File: src/rtl/branch_pkg.sv
// Shared definitions for the MIPS branch resolution unit: opcodes, REGIMM
// rt codes, the branch condition encoding and 2-bit counter helpers.
package branch_pkg;

  localparam logic [5:0] OP_REGIMM = 6'b000001;
  localparam logic [5:0] OP_BEQ    = 6'b000100;
  localparam logic [5:0] OP_BNE    = 6'b000101;
  localparam logic [5:0] OP_BLEZ   = 6'b000110;
  localparam logic [5:0] OP_BGTZ   = 6'b000111;

  localparam logic [4:0] RT_BLTZ   = 5'b00000;
  localparam logic [4:0] RT_BGEZ   = 5'b00001;
  localparam logic [4:0] RT_BLTZAL = 5'b10000;
  localparam logic [4:0] RT_BGEZAL = 5'b10001;

  typedef enum logic [2:0] {EQ, NE, LEZ, GTZ, LTZ, GEZ} br_cond_t;

  localparam logic [1:0] CNT_SNT = 2'b00;  // strongly not-taken
  localparam logic [1:0] CNT_WNT = 2'b01;  // weakly not-taken
  localparam logic [1:0] CNT_WT  = 2'b10;  // weakly taken
  localparam logic [1:0] CNT_ST  = 2'b11;  // strongly taken

  // Saturating step of a 2-bit predictor counter toward the actual outcome.
  function automatic logic [1:0] cnt_next(input logic [1:0] cnt, input logic taken);
    if (taken) return (cnt == CNT_ST)  ? CNT_ST  : cnt + 2'd1;
    else       return (cnt == CNT_SNT) ? CNT_SNT : cnt - 2'd1;
  endfunction

endpackage

File: src/rtl/branch_pht.sv
// Pattern history table: array of 2-bit saturating counters with an
// asynchronous read port and one saturating-update write port.
module branch_pht
  import branch_pkg::*;
#(
  parameter int         ENTRIES  = 16,
  parameter int         IDX_W    = $clog2(ENTRIES),
  parameter logic [1:0] CNT_INIT = 2'b01
) (
  input  logic             clk,
  input  logic             rst_n,
  input  logic [IDX_W-1:0] rd_idx_i,
  output logic [1:0]       rd_cnt_o,
  input  logic             upd_en_i,
  input  logic [IDX_W-1:0] upd_idx_i,
  input  logic             upd_taken_i
);

  logic [1:0] cnt_q [ENTRIES];

  // Read returns the stored value; a same-cycle update is not bypassed.
  assign rd_cnt_o = cnt_q[rd_idx_i];

  // Counter array: reset to CNT_INIT, train one entry per retiring branch.
  // NOTE: this array is reset explicitly because every entry must start at a
  // known prediction state; it is small enough to live in flops.
  always_ff @(posedge clk or negedge rst_n) begin
    if (!rst_n) begin
      for (int i = 0; i < ENTRIES; i++) cnt_q[i] <= CNT_INIT;
    end else if (upd_en_i) begin
      cnt_q[upd_idx_i] <= cnt_next(cnt_q[upd_idx_i], upd_taken_i);
    end
  end

endmodule

File: src/rtl/branch_resolve_unit.sv
// Branch resolution unit: predicts in ID from the PHT, holds the branch in
// an EX register, resolves against forwarded operands and trains on retire.
module branch_resolve_unit
  import branch_pkg::*;
#(
  parameter int         DATA_W      = 32,
  parameter int         ADDR_W      = 32,
  parameter int         PHT_ENTRIES = 16,
  parameter logic [1:0] CNT_INIT    = 2'b01,
  parameter int         PERF_W      = 32
) (
  input  logic              clk,
  input  logic              rst_n,
  input  logic              id_valid,
  input  logic [5:0]        id_opcode,
  input  logic [4:0]        id_rt,
  input  logic [ADDR_W-1:0] id_pc,
  input  logic [15:0]       id_imm,
  input  logic              ex_hold,
  input  logic              flush_in,
  input  logic [DATA_W-1:0] ex_rs_val,
  input  logic [DATA_W-1:0] ex_rt_val,
  output logic              id_pred_taken,
  output logic [ADDR_W-1:0] id_pred_target,
  output logic              ex_valid,
  output logic              ex_taken,
  output logic              ex_link,
  output logic              flush,
  output logic [ADDR_W-1:0] redirect_pc,
  output logic [PERF_W-1:0] perf_branches,
  output logic [PERF_W-1:0] perf_mispred
);

  localparam int IDX_W = $clog2(PHT_ENTRIES);

  typedef struct packed {
    logic              valid;
    br_cond_t          cond;
    logic              link;
    logic              pred;
    logic [ADDR_W-1:0] target;
    logic [ADDR_W-1:0] fall;
    logic [IDX_W-1:0]  idx;
  } ex_reg_t;

  logic              id_is_br;
  br_cond_t          id_cond;
  logic              id_link;
  logic [IDX_W-1:0]  id_idx;
  logic [1:0]        id_cnt;
  logic [ADDR_W-1:0] id_offset;
  ex_reg_t           ex_d, ex_q;
  logic              cond_true;
  logic              retire;
  logic              rs_neg, rs_zero;
  logic [PERF_W-1:0] perf_br_q, perf_mp_q;

  // Decode the recognised MIPS conditional branches.
  // NOTE: every combinational output gets a default first so no path leaves
  // it unassigned, which would otherwise infer a latch.
  always_comb begin
    id_is_br = 1'b0;
    id_cond  = EQ;
    id_link  = 1'b0;
    case (id_opcode)
      OP_BEQ:  begin id_is_br = 1'b1; id_cond = EQ;  end
      OP_BNE:  begin id_is_br = 1'b1; id_cond = NE;  end
      OP_BLEZ: begin id_is_br = 1'b1; id_cond = LEZ; end
      OP_BGTZ: begin id_is_br = 1'b1; id_cond = GTZ; end
      OP_REGIMM: begin
        case (id_rt)
          RT_BLTZ:   begin id_is_br = 1'b1; id_cond = LTZ; end
          RT_BGEZ:   begin id_is_br = 1'b1; id_cond = GEZ; end
          RT_BLTZAL: begin id_is_br = 1'b1; id_cond = LTZ; id_link = 1'b1; end
          RT_BGEZAL: begin id_is_br = 1'b1; id_cond = GEZ; id_link = 1'b1; end
          default:   ;
        endcase
      end
      default: ;
    endcase
  end

  assign id_idx         = id_pc[IDX_W+1:2];
  assign id_offset      = {{(ADDR_W-18){id_imm[15]}}, id_imm, 2'b00};
  assign id_pred_target = id_pc + ADDR_W'(4) + id_offset;
  assign id_pred_taken  = id_is_br & id_cnt[1];

  branch_pht #(
    .ENTRIES  (PHT_ENTRIES),
    .IDX_W    (IDX_W),
    .CNT_INIT (CNT_INIT)
  ) u_pht (
    .clk         (clk),
    .rst_n       (rst_n),
    .rd_idx_i    (id_idx),
    .rd_cnt_o    (id_cnt),
    .upd_en_i    (retire),
    .upd_idx_i   (ex_q.idx),
    .upd_taken_i (ex_taken)
  );

  // Next EX contents: kill wins over hold, hold keeps, otherwise capture ID.
  always_comb begin
    ex_d = ex_q;
    if (flush_in) begin
      ex_d.valid = 1'b0;
    end else if (!ex_hold) begin
      ex_d.valid  = id_is_br & id_valid;
      ex_d.cond   = id_cond;
      ex_d.link   = id_link;
      ex_d.pred   = id_pred_taken;
      ex_d.target = id_pred_target;
      ex_d.fall   = id_pc + ADDR_W'(8);
      ex_d.idx    = id_idx;
    end
  end

  // EX pipeline register; reset drops any pending branch.
  always_ff @(posedge clk or negedge rst_n) begin
    if (!rst_n) ex_q <= '0;
    else        ex_q <= ex_d;
  end

  assign rs_neg  = ex_rs_val[DATA_W-1];
  assign rs_zero = ~|ex_rs_val;

  // Evaluate the branch condition on the forwarded operands.
  always_comb begin
    cond_true = 1'b0;
    case (ex_q.cond)
      EQ:      cond_true = (ex_rs_val == ex_rt_val);
      NE:      cond_true = (ex_rs_val != ex_rt_val);
      LEZ:     cond_true = rs_neg | rs_zero;
      GTZ:     cond_true = ~rs_neg & ~rs_zero;
      LTZ:     cond_true = rs_neg;
      GEZ:     cond_true = ~rs_neg;
      default: cond_true = 1'b0;
    endcase
  end

  assign ex_valid    = ex_q.valid;
  assign ex_taken    = ex_q.valid & cond_true;
  assign ex_link     = ex_taken & ex_q.link;
  assign flush       = ex_q.valid & (ex_taken != ex_q.pred);
  assign redirect_pc = !flush ? '0 : (ex_taken ? ex_q.target : ex_q.fall);
  assign retire      = ex_q.valid & ~ex_hold & ~flush_in;

  // Saturating performance counters, stepped once per retired branch.
  always_ff @(posedge clk or negedge rst_n) begin
    if (!rst_n) begin
      perf_br_q <= '0;
      perf_mp_q <= '0;
    end else if (retire) begin
      if (perf_br_q != '1)          perf_br_q <= perf_br_q + PERF_W'(1);
      if (flush && perf_mp_q != '1) perf_mp_q <= perf_mp_q + PERF_W'(1);
    end
  end

  assign perf_branches = perf_br_q;
  assign perf_mispred  = perf_mp_q;

endmodule

File: config.mk
export PLATFORM = sky130hd
export DESIGN_NAME = branch_resolve_unit
export DESIGN_NICKNAME = d
export VERILOG_FILES = /design/src/rtl/branch_pkg.sv /design/src/rtl/branch_pht.sv /design/src/rtl/branch_resolve_unit.sv
export SDC_FILE = /design/constraint.sdc
export NUM_CORES = 1
export LEC_CHECK = 0
export BUFFER_PORTS_ARGS = -buffer_cell sky130_fd_sc_hd__buf_2
export CORE_ASPECT_RATIO = 0.7
export CORE_MARGIN = 2
export CORE_UTILIZATION = 52
export DETAILED_ROUTE_END_ITERATION = 7
export PLACE_DENSITY_LB_ADDON = 0.25
export SLEW_MARGIN = 0
export SYNTH_ARGS = -nofsm -noshare
export SYNTH_HDL_FRONTEND = slang
export SYNTH_SLANG_ARGS = --single-unit
File: constraint.sdc
create_clock -name clk -period 4.8 [get_ports clk]
set_input_delay 0.24 -clock clk [delete_from_list [all_inputs] [get_ports clk]]
set_output_delay 0.24 -clock clk [all_outputs]
set_load 0.05 [all_outputs]
==> impl.org <==
** Status
- Outcome :: finished clean

** Floorplan
- Core Footprint :: 20500 sq um
- Die height :: approximately 120 microns
- DIE AREA :: 21900 sq um
- Die X-Extent :: 176 microns
- Row generation in the floorplan step produced 44 rows.
- The initial utilization of the core area, before any placement, comes to 0.525.
- Number of top-level pins :: 261

** Layout
- The finished layout holds 1637 standard cells, fillers aside.
- After the last flow step, the layout net total stands at 1536.
- Final design area excluding fillers :: approximately 13000 sq um
- Measured on the finished design, the core utilization comes to 0.627.
- From synthesis to final layout, the design area changed by 19.4%.
- Of the cells placed in the final design, the portion with a size suffix greater than 1 is 0.301.

** Pwr
- Leakage Power :: ~6.5 nW
- Power density over cell area :: 306 nW/um^2
- The design draws 3.94 mW.
- Highest ir drop seen on vdd :: 0.233 mV

** CTS
- The H-tree was split into 4 levels.
- Post-cts resize count :: 0
- After clock tree synthesis, the flow added hold-fix buffers numbering 1.
- After clock tree synthesis, the setup repair step added 0 buffers.
- Register clock-pin slew on the reported worst setup and hold paths :: 0.06 ns
- Worst skew pair latency :: about 0.42 ns
- No sink is reached through more buffers than the 2 on the longest clock path.
- CTS saw 167 sinks.
- TritonCTS built the clock tree.
- The root buffer cell chosen for the clock tree is sky130_fd_sc_hd__clkbuf_16.
- In this run, CTS created clock tree buffers numbering 17.

** Placed design
- IO Port Bufs :: 260
- Gp weighted congestion :: 0.873
- Before CTS, the worst setup slack after placement is 1.12 ns.
- After detailed placement, the total cell area comes to approximately 12000 sq um.
- Half-perimeter wire length after detailed placement :: 21.0 mm
- DP Cell Count :: 1603

** Timing
- Total count of max-transition violations in the final report :: 0
- Setup TNS :: 0 ns
- Worst slew margin relative to its limit :: 0.326
- Final hold slack :: between 0.04 and 0.05 ns
- Setup slack on the critical path of the routed design comes to 1.04 ns.
- Fmax :: 266 MHz
- The final hold violation count came to 0.
- Transition at the pin with the smallest max-transition slack :: 1.01 ns
- Setup repair after global routing left no endpoint under its margin.
- Setup violations remaining at the end of the flow were counted as 0.
- Clock skew on the completed layout was measured at 0.0132 ns.
- Tcrit/Tclk final :: 0.784
- Post-route minimum period :: 3.76 ns

** Detailed routing
- DR WL/cell :: 17.1 microns
- After the first detailed-routing iteration, the DRC count stood at roughly 640.
- Summing over every cut layer, the via total after detailed routing is about 9000.
- The final layout contains routed wiring with a total length of 28.0 mm.
- Before antenna repair, the detailed router went through 5 iterations.
- The detail route stage leaves a number of antenna-violating nets equal to 0.
- In the routed layout, each cell is associated on average with a via count of 5.54.
- For this run, design rule violations remaining after detail routing come to 0.

** Job
- The tool flagged a number of max-cap violations equal to 0.

** Setup path
- Critical Path Sink Type :: primary output
- CP Data Arrival Time :: 3.52 ns
- STA puts the critical path data required time at ~4.6 ns.
- The worst setup path is launched from an input pin.
- Path type of the worst setup path :: input pin to primary output
- Top fanout value on the critical path :: 10

** Hold path
- The tightest min-delay check is of the input pin to flop type.

** Synthesis
- In the synthesized netlist the async set-or-reset flop fraction comes to 1.00.
- Yosys printed 0 warnings.
- In this run, synthesis produced a sequential element count of between 150 and 200.
- The share of synthesized area in the top cell type comes to 0.350.
- Netlist area before placement :: ~11000 sq um
- Average footprint of a synthesized cell :: just under 10 sq um
- Number of flops mapped to enable cells by yosys :: 0
- The synthesized netlist contains 72 unique library cells.
- Summed over all instances, the cell type with the most area after synthesis is sky130_fd_sc_hd__dfrtp_1.
- For this run, the leading register cell type out of synthesis is sky130_fd_sc_hd__dfrtp_1.
- Top cells by area in the synthesized netlist :: sky130_fd_sc_hd__dfrtp_1 (35%), sky130_fd_sc_hd__ha_1 (7.0%), sky130_fd_sc_hd__xnor2_1 (6.7%)
- Net count after synthesis :: approximately 1300
- Synthesis produced a netlist whose cell count is 1102.
- For this run, the register share of the synthesized area comes to 0.389.

** Global routing
- Number of antenna violations at the first check in global routing :: 1
- Global-route wire length before repair :: 45.3 mm
- Via count of the first global-routing pass :: ~9000
- Global routing finished with a remaining overflow of 0.
- For this run, the total global-route usage over all layers was measured as 0.259.
- Pin count of the biggest net entering global routing :: 96
==> cell usage in the layout (no fill, tap or decap), drive strengths merged, types with 42 or more instances in the layout <==
cell type | netlist | layout
buf | 22 | 268
nand2 | 171 | 171
dfrtp | 151 | 151
nor2 | 85 | 85
xnor2 | 84 | 84
xor2 | 66 | 66
ha | 60 | 60
nand3 | 47 | 47
o21ai | 47 | 47
mux2 | 42 | 42
==> kinds of logic (layout without fill, tap and decap cells) <==
logic type	count (synthesis)	count (layout)	share of synthesized area
other cells	0	1	0
xor+xnor	150	150	0.123
simple gates	461	461	0.220
flops	167	167	0.389
mux	87	87	0.103
buf+inv	70	328	0.0304
fa+ha+maj	61	61	0.0715
compound gates	106	106	0.0631
==> state kept, by name (all words and copies together), names as in the netlist <==
| name | flops |
|---|---|
| ex_q | 70 |
| ex_valid | 1 |
| perf_branches | 32 |
| perf_mispred | 32 |
| u_pht.cnt_q | 32 |
==> cell type report <==
type	count	area, sq um
Fill cell	1821	7660
Multi-Input combinational cell	865	6290
Sequential cell	167	4200
Timing Repair Buffer	269	1380
Clock buffer	19	443
Tap cell	276	345
Clock inverter	13	123
Inverter	27	101
Antenna cell	1	2.50
==> critical path, stage by stage <==
cell and delay (ns):
sky130_fd_sc_hd__buf_2 0.18, sky130_fd_sc_hd__ha_1 0.32, sky130_fd_sc_hd__ha_1 0.23, sky130_fd_sc_hd__fa_1 0.40, sky130_fd_sc_hd__a21oi_1 0.26, sky130_fd_sc_hd__o211ai_1 0.14
sky130_fd_sc_hd__o2111a_1 0.21, sky130_fd_sc_hd__a311o_2 0.47, sky130_fd_sc_hd__a21oi_2 0.23, sky130_fd_sc_hd__o311a_1 0.28, sky130_fd_sc_hd__o21ai_0 0.13, sky130_fd_sc_hd__xor2_1 0.16
sky130_fd_sc_hd__buf_2 0.28
==> power by group <==
group / internal (mW) / total (mW) / switching, mW
logic: 0.337 / 1.01 / 0.677
registers: 1.52 / 1.60 / 0.0840
clock network: 0.734 / 1.33 / 0.594
total: 2.59 / 3.94 / 1.35
==> cell usage after synthesis, drive strengths merged (2+ instances only) <==
cell    number
nand2      171
nor4        29
dfrtp      151
a21oi       26
nor2b        6
mux2i       30
o211ai       5
or4          4
nand3b       3
buf         22
nand2b       7
o211a        2
ha          60
dfstp       16
and4         5
a211o        2
or2          3
o31ai        2
nand4b       2
a31oi        2
and2        12
clkbuf      21
nor2        85
a21o         4
o21a         4
and3        11
mux4        15
nor3b        3
a221oi       2
mux2        42
o21ai       47
nand3       47
nor3        28
o311a        2
or3          7
inv         27
xnor2       84
xor2        66
nand4       35
==> routing by layer <==
metal  share of wire  vias up  global-route usage
li1                -     4369                   -
met5               0        -                   0
met2            0.44      310               0.398
met3           0.073       36              0.0549
met4           0.019        0              0.0656
met1            0.46     4355               0.374
==> path summary, 6_finish.rpt <==
check | startpoint | to | slack [ns] | cells past startpoint
worst min-delay path | id_pc[0] | ex_q[36] | 0.05 | 3
max in group asynchronous | rst_n | u_pht.cnt_q[4] | 3.26 | 3
min in group asynchronous | rst_n | perf_mispred[27] | 0.48 | 2
worst max register to register | perf_mispred[19] | perf_mispred[14] | 1.63 | 8
worst min register to register | ex_q[43] | ex_q[43] | 0.48 | 2
worst max-delay path | id_pc[3] | id_pred_target[29] | 1.04 | 13
Power figures use the tool's default switching activity.
